**src/rtl/seg_pkg.sv**
```systemverilog
// seg_pkg: shared digit count, hex font and scan phase type for the seven-segment scanner
package seg_pkg;
  localparam int NUM_DIGITS = 4;
  localparam logic [6:0] SEG_FONT [16] = '{
    7'h3F, 7'h06, 7'h5B, 7'h4F, 7'h66, 7'h6D, 7'h7D, 7'h07,
    7'h7F, 7'h6F, 7'h77, 7'h7C, 7'h39, 7'h5E, 7'h79, 7'h71
  };
  typedef enum logic {PH_BLANK, PH_SHOW} phase_e;
endpackage

```
**src/rtl/seg_scan_ctrl_hex7seg.sv**
```systemverilog
// hex7seg: combinational nibble to seven-segment decoder
module hex7seg
  import seg_pkg::*;
(
  input  logic [3:0] nib,
  output logic [6:0] seg
);
  assign seg = SEG_FONT[nib];
endmodule

```
**src/rtl/seg_scan_ctrl.sv**
```systemverilog
// seg_scan_ctrl: 4-digit multiplexed display scanner with frame-aligned updates and blanking
module seg_scan_ctrl
  import seg_pkg::*;
#(
  parameter int CLK_DIV      = 125000,
  parameter int BLANK_CYCLES = 1250
) (
  input  logic        clk,
  input  logic        rst,
  input  logic        wr_en,
  input  logic [15:0] wr_data,
  input  logic        lzb,
  output logic [6:0]  seg,
  output logic [3:0]  an,
  output logic        frame_done
);
  localparam int CW = $clog2(CLK_DIV);
  localparam int DW = $clog2(NUM_DIGITS);
  logic [CW-1:0] slot_cnt, slot_nxt;
  logic [DW-1:0] digit, digit_nxt;
  logic [15:0] shadow, active;
  logic slot_end, boundary, lz, lit;
  logic [6:0] font, seg_d;
  logic [3:0] an_d;
  phase_e phase;
  always_ff @(posedge clk) begin
    if (rst) begin
      slot_cnt <= '0;
      digit    <= '0;
      shadow   <= '0;
      active   <= '0;
      seg      <= '0;
      an       <= '0;
    end else begin
      slot_cnt <= slot_nxt;
      digit    <= digit_nxt;
      if (wr_en) shadow <= wr_data;
      if (boundary) active <= shadow;
      seg      <= seg_d;
      an       <= an_d;
    end
  end
  always_comb begin
    slot_end  = slot_cnt == CW'(CLK_DIV - 1);
    boundary  = slot_end && digit == DW'(NUM_DIGITS - 1);
    slot_nxt  = slot_end ? '0 : slot_cnt + CW'(1);
    digit_nxt = slot_end ? digit + DW'(1) : digit;
    phase     = slot_cnt < CW'(BLANK_CYCLES) ? PH_BLANK : PH_SHOW;
  end
  hex7seg u_font (.nib(active[{digit, 2'b00} +: 4]), .seg(font));
  // a digit is a leading zero when it and every more significant nibble are zero
  always_comb begin
    lz    = lzb && digit != '0 && (active >> {digit, 2'b00}) == '0;
    lit   = phase == PH_SHOW && !lz;
    an_d  = lit ? 4'b0001 << digit : '0;
    seg_d = lit ? font : '0;
  end
  assign frame_done = boundary && !rst;
endmodule

```
**config.mk**
```make
export PLATFORM = sky130hd
export DESIGN_NAME = seg_scan_ctrl
export DESIGN_NICKNAME = d
export VERILOG_FILES = /design/src/rtl/seg_pkg.sv /design/src/rtl/seg_scan_ctrl_hex7seg.sv /design/src/rtl/seg_scan_ctrl.sv
export SDC_FILE = /design/constraint.sdc
export NUM_CORES = 1
export LEC_CHECK = 0
export ABC_AREA = 0
export CORE_MARGIN = 2
export CORE_UTILIZATION = 41
export CTS_CLUSTER_DIAMETER = 100
export DETAILED_ROUTE_END_ITERATION = 16
export DONT_BUFFER_PORTS = 1
export MAX_ROUTING_LAYER = met4
export PLACE_DENSITY = 0.58
export RECOVER_POWER = 50
export SLEW_MARGIN = 0
export SYNTH_ARGS = -nofsm -noshare
export SYNTH_HDL_FRONTEND = slang
export SYNTH_SLANG_ARGS = --single-unit
```
**constraint.sdc**
```tcl
create_clock -name clk -period 3.46 [get_ports clk]
set_clock_uncertainty 0.15 [all_clocks]
set_input_delay 0.346 -clock clk [delete_from_list [all_inputs] [get_ports clk]]
set_output_delay 0.346 -clock clk [all_outputs]
set_load 0.01 [all_outputs]
```
== Word level (Yosys, flattened, before mapping) ==
Memory sizes are Yosys's and may differ from the RTL's. A register that Yosys moved wholly into a read port is not among the register bits.
Index checks and enable logic that the tools add are counted.
Widths: inputs -> output; s select.

* Input port bits: 20
* Memories kept: 1
* Word-level logic and storage cells: 28
* Memory bits (read-only): 112
* Register bits: 55

{| class="wikitable"
|+ Memory list
! memory !! words !! width !! rd ports !! clocked after Yosys merged registers in !! wr ports !! RTL line !! source
|-
| (name not given) || 16 || 7 || 1 || 1 || 0 || seg_scan_ctrl_hex7seg.sv:8 || <nowiki>assign seg = SEG_FONT[nib];</nowiki>
|}

* Reductions and logical operators: 11
* Bitwise operators: 2
* $lt $le $gt $ge: 1
* Equal/unequal tests: 2
* Multiplexer cells: 1
* Shift-type cells: 3
* $add $sub $neg: 2

{| class="wikitable"
|+ Operator list
! cell !! count
|-
| $add 17x1->17 const B || 1
|-
| $eq 17x17->1 const B || 1
|-
| $lt 17x11->1 const B || 1
|-
| $logic_not 16->1 || 1
|-
| $shiftx 16x5->4 || 1
|-
| $shr 16x4->16 || 1
|-
| $logic_and 1x1->1 || 5
|-
| $not 4->5 || 1
|-
| $reduce_or 2->1 || 2
|-
| $shl 1x2->4 const A || 1
|-
| $add 2x1->2 const B || 1
|-
| $eq 2x2->1 const B || 1
|-
| $logic_not 1->1 || 2
|-
| $reduce_bool 2->1 || 1
|-
| $mux 1 || 1
|-
| $not 1->1 || 1
|}

== Logic depth before layout (Yosys ltp) ==
* Word-level depth: 7
* Gate-level depth with buffers: 8
* Mapped depth without buffers: 7

== Hierarchy ==
A second synthesis with hierarchy kept.

* Cells, all modules: 317
* Area, all modules: 2921.6 um^2

{| class="wikitable"
|+ Modules (own cells, without submodules)
! module !! instances !! seq. area each (um^2) !! area an instance (um^2) !! cells each
|-
| seg_scan_ctrl || 1 || 1241.2 || 2627.5 || 284
|-
| hex7seg || 1 || 0.0 || 294.0 || 33
|}

== Least setup slack after synthesis ==
Ideal clock, no wire load.

* Kind: flip-flop to flip-flop
* Start: register digit[0]
* End: register seg[0]
* Data arrival time: 2.163 ns
* Required time: 3.173 ns
* Slack: 1.010 ns
* Setup time: 0.137 ns
* Cell stages (with the launch flop): 9
* Path buffers: 2
* Clock period less this slack: 2.450 ns
* Cells stage by stage: dfxtp_1 clkbuf_1 mux4_2 inv_1 ha_1 and4b_1 o211a_1 buf_1 a2111oi_0

* Longest elaborated chain between the ends: 7

{| class="wikitable"
|+ Ends and longest elaborated chain
! item !! RTL line !! source
|-
| from (decl) || seg_scan_ctrl.sv:20 || <nowiki>logic [DW-1:0] digit, digit_nxt;</nowiki>
|-
| from (signal assigned) || seg_scan_ctrl.sv:36 || <nowiki>digit <= digit_nxt;</nowiki>
|-
| $shr 16x4->16 / $reduce_bool 2->1 (equally long branches) || seg_scan_ctrl.sv:53 || <nowiki>lz = lzb && digit != '0 && (active >> {digit, 2'b00}) == '0;</nowiki>
|-
| $logic_not 16->1 / $logic_and 1x1->1 (equally long branches) || seg_scan_ctrl.sv:53 ||
|-
| $logic_and 1x1->1 || seg_scan_ctrl.sv:53 ||
|-
| $logic_not 1->1 || seg_scan_ctrl.sv:54 || <nowiki>lit = phase == PH_SHOW && !lz;</nowiki>
|-
| $logic_and 1x1->1 || seg_scan_ctrl.sv:54 ||
|-
| $not 1->1 (no line) || n/a ||
|-
| $reduce_or 2->1 (no line) || n/a ||
|-
| to (decl) || seg_scan_ctrl.sv:13 || <nowiki>output logic [6:0] seg,</nowiki>
|}

Several ways; a longest one is shown, not always the timed one.
A chain may end at the register's enable or synchronous reset.

== Worst setup path after layout ==
* Start: register slot_cnt[1]
* End: register active[15]

* Longest elaborated chain between the ends: 2

{| class="wikitable"
|+ Ends and longest elaborated chain
! item !! RTL line !! source
|-
| from (decl) || seg_scan_ctrl.sv:19 || <nowiki>logic [CW-1:0] slot_cnt, slot_nxt;</nowiki>
|-
| from (signal assigned) || seg_scan_ctrl.sv:35 || <nowiki>slot_cnt <= slot_nxt;</nowiki>
|-
| $eq 17x17->1 || seg_scan_ctrl.sv:44 || <nowiki>slot_end = slot_cnt == CW'(CLK_DIV - 1);</nowiki>
|-
| $logic_and 1x1->1 || seg_scan_ctrl.sv:45 || <nowiki>boundary = slot_end && digit == DW'(NUM_DIGITS - 1);</nowiki>
|-
| to (signal assigned) || seg_scan_ctrl.sv:38 || <nowiki>if (boundary) active <= shadow;</nowiki>
|-
| to (decl) || seg_scan_ctrl.sv:21 || <nowiki>logic [15:0] shadow, active;</nowiki>
|}

No other way between the ends.

==> qor.yml <==
global_route:
  globalRouteOverflowTotal: 0
  via_count_of_the_first_global_routing_pass: 2172
  global_route_wire_length_before_repair_um: 10900
  grt_start_max_net_pins: 35
  grt_antenna_before_repair: 0
  grt_usage_pct: 17.1
die:
  design.portCount: 32
  fp.dieW_um: 90.0
  initial_core_util_pct: 42.0
  floorplan.die_area_sq_mm: 0.00809
  core.rowCount: 31
  floorplan.core_area_sq_mm: 0.00721
  floorplan.die.height_um: 90.0
drt:
  final_routed_drc_violation_total: 0
  drt-total-wl_um: 6380
  route.detailed.vias_per_inst: 5.50
  dr.pass1.iters: 4
  route.antenna.remaining_nets: 0
  num_vias: 2293
  detail_route.iter0.violations: 124
  routedWlPerCell_um: 15.3
critical_path:
  crit_fanout: 18
  reg2regPathDepth: 5
  cp_data_required_time_ps: 3530
  worst_path_largest_cell_delay_ps: 790
  crit_type: "flip-flop to flip-flop"
  worst_ep_arrival_ps: 2650
  timing.critical_path.from_type: "flip-flop"
  cpMaxStageDelayCell: "sky130_fd_sc_hd__or4_1"
  reg2reg_setup_slack_ps: 880
  regToRegEndpoint: "active[15]"
  cp_capture_type: "flip-flop"
  crit_chain: "ha_1, or4bb_1, or4_1, o31ai_1, a21oi_1"
  critical_path.reg2reg.startpoint: "slot_cnt[1]"
timing:
  grt_setup_unrepaired: "false"
  timing.fmax_ghz: 0.387
  timing.final.hold_violations: 0
  setup_viol: 0
  min_period_over_period_pct: 74.7
  finalWorstPathRequiredPeriod_ps: 2580
  totalNegativeSetupSlack_ps: 0
  tightest_slew_ps: 752
  maxSlewViolCount: 0
  max_slew_margin_pct: 49.9
clock_network:
  tritoncts: "built"
  htreeDepth: 3
  cts-buffers-inserted: 9
  clk_transition_reported_paths_ps: 70
  clock-sinks: 62
  cts-root-buf: "sky130_fd_sc_hd__clkbuf_8"
  insertion_delay_ps: 340
  max-clock-path-buffers: 2
place:
  globalplace.congestion: 0.821
  numPortBuffers: 0
  place.detailed.hpwl_um: 4250
pwr:
  power.density_cell_area_mw_per_mm2: 426
  total_power_mw: 1.39
  pwr-share-comb_pct: 2.9
  sequential_group_share_of_total_power_pct: 53.2
  static-leakage-power_nw: 1.14
  worst_ir_drop_vdd_mv: 0.283
  swShare_pct: 20.8
  share_clk_of_total_power_pct: 43.9
  switchingPower_mw: 0.288
  cell_internal_pwr_mw: 1.10
synth:
  postSynthAreaPerCell_sq_um: 9.50
  post-synth-top-area-cell: "sky130_fd_sc_hd__dfxtp_1"
  netlist_area_sq_mm: 0.00303
  synth.top_cells.by_count: "62 x sky130_fd_sc_hd__dfxtp_1, 33 x sky130_fd_sc_hd__nor2_1, 25 x sky130_fd_sc_hd__a21oi_1, 20 x sky130_fd_sc_hd__mux2i_1, 18 x sky130_fd_sc_hd__nand4_1"
  synth.most_common_cell: "sky130_fd_sc_hd__dfxtp_1"
  post-synth-top-area-fraction_pct: 41.0
  synth_edf_count: 0
  synth_flop_cell: "sky130_fd_sc_hd__dfxtp_1"
  synth_sequential_area_ratio_pct: 41.0
  instance_count_of_the_mapped_netlist: 319
  ys_top_cells_by_area: "sky130_fd_sc_hd__dfxtp_1 41%, sky130_fd_sc_hd__mux2i_1 6.6%, sky130_fd_sc_hd__a21oi_1 4.1%"
  synth_cell_types: 45
  synth_fp_nets: 348
  postSynthRegisterBits: 62
  ys_async_sr_fraction_pct: 0
  synth.yosys.warnings: 0
layout:
  antenna_cells: 0
  layout-area-overhead-vs-synth_pct: 7.47
  fillerInstances: 730
  final_net_count: 343
  drive_above_1_share_pct: 9.75
hold_path:
  hold_path.startpoint: "wr_data[1]"
  worst_hold_path.num_cells: 2
  worstHoldPathType: "input port to flip-flop"
  min_to: "shadow[1]"
run:
  drv_cap: 0
status:
  outcome: "finished, final reports clean"
## critical path: cells and delay by family, from the launching register on
kind	cells	cell delay (ps)
AOI/OAI and AO/OA	2	460
adders and majority gates	1	230
DFF	1	360
and+or+nand+nor	2	1270
## routing by layer
layer	GRT usage [%]	vias up	wire length (um)
met5	-	-	0
met1	23.7	1071	3230
met3	5.36	5	323
met2	24.1	60	2770
met4	5.00	0	56
li1	-	1157	-
## area by class of cell
cell class | count | area [sq um] | share of cell area (%)
clock buffer | 14 | 153 | 4.69
clock inverter | 1 | 30.0 | 0.922
inverter | 11 | 41.3 | 1.27
multi-input combinational | 222 | 1590 | 48.8
sequential | 62 | 1240 | 38.1
tap | 99 | 124 | 3.80
timing repair buffer | 8 | 80.1 | 2.46
## worst max path at each step
stage,endpoint,cells past startpoint,start,slack (ps)
after floorplan,seg[0],8,digit[0],1010
after global placement,seg[0],6,digit[1],1050
after detailed placement,seg[0],6,digit[1],1000
after CTS,seg[0],6,digit[1],980
after global routing,active[5],5,slot_cnt[1],730
final,active[15],5,slot_cnt[1],880
## per-stage QoR
| step | hold slack (ps) | instance area (sq um) | worst slack (ps) | std cells | utilization (%) |
|---|---|---|---|---|---|
| 2_1_floorplan | 267 | 3030 | 1010 | 319 | - |
| 3_3_place_gp | 275 | 3050 | 1050 | 398 | 42.2 |
| 3_5_place_dp | 276 | 3050 | 997 | 398 | 42.2 |
| 4_1_cts | 0.421 | 3260 | 979 | 415 | 45.2 |
| 5_1_grt | 0.938 | 3260 | 733 | 417 | 45.1 |
| 6_report | 6.97 | 3260 | 876 | 417 | 45.1 |
## kinds of logic after synthesis
family	count (synthesis)	synth area share, %
simple gates	114	21.0
xor+xnor	14	4.05
fa+ha+maj	9	3.72
buf+inv	35	5.86
mux	25	10.3
compound gates	60	14.1
flops	62	41.0
## layout by cell type (no fill, tap or decap), types with 5 or more instances in the layout
| cell | n |
|---|---|
| sky130_fd_sc_hd__nand2_1 | 13 |
| sky130_fd_sc_hd__mux2i_1 | 20 |
| sky130_fd_sc_hd__mux4_2 | 5 |
| sky130_fd_sc_hd__nand3_1 | 5 |
| sky130_fd_sc_hd__dfxtp_1 | 62 |
| sky130_fd_sc_hd__ha_1 | 9 |
| sky130_fd_sc_hd__xnor2_1 | 10 |
| sky130_fd_sc_hd__nor4_1 | 13 |
| sky130_fd_sc_hd__o31ai_1 | 15 |
| sky130_fd_sc_hd__a21oi_1 | 25 |
| sky130_fd_sc_hd__clkbuf_8 | 10 |
| sky130_fd_sc_hd__inv_1 | 11 |
| sky130_fd_sc_hd__nor2_1 | 33 |
| sky130_fd_sc_hd__nand4_1 | 18 |
| sky130_fd_sc_hd__o21ai_0 | 6 |
## registers in the layout, indices dropped and copies added (netlist names)
register,count
shadow,16
seg,7
active,16
slot_cnt,17
an,4
digit,2
## power groups by stage
stage / clock [mW] / sequential (mW) / combinational, mW
2_1_floorplan: 0 / 0.750 / 0.0363
3_3_place_gp: 0 / 0.753 / 0.0284
3_5_place_dp: 0 / 0.753 / 0.0295
4_1_cts: 0.629 / 0.737 / 0.0394
5_1_grt: 0.655 / 0.738 / 0.0463
6_report: 0.609 / 0.737 / 0.0405
## timing repair
| item | in CTS | in global routing |
|---|---|---|
| hold buffers | 2 | 2 |
| buffers inserted | 0 | 0 |
| resized for setup | 0 | 0 |
| endpoints found under the hold margin | 34 | 2 |
Note: power is estimated with default switching activity, not from simulation.
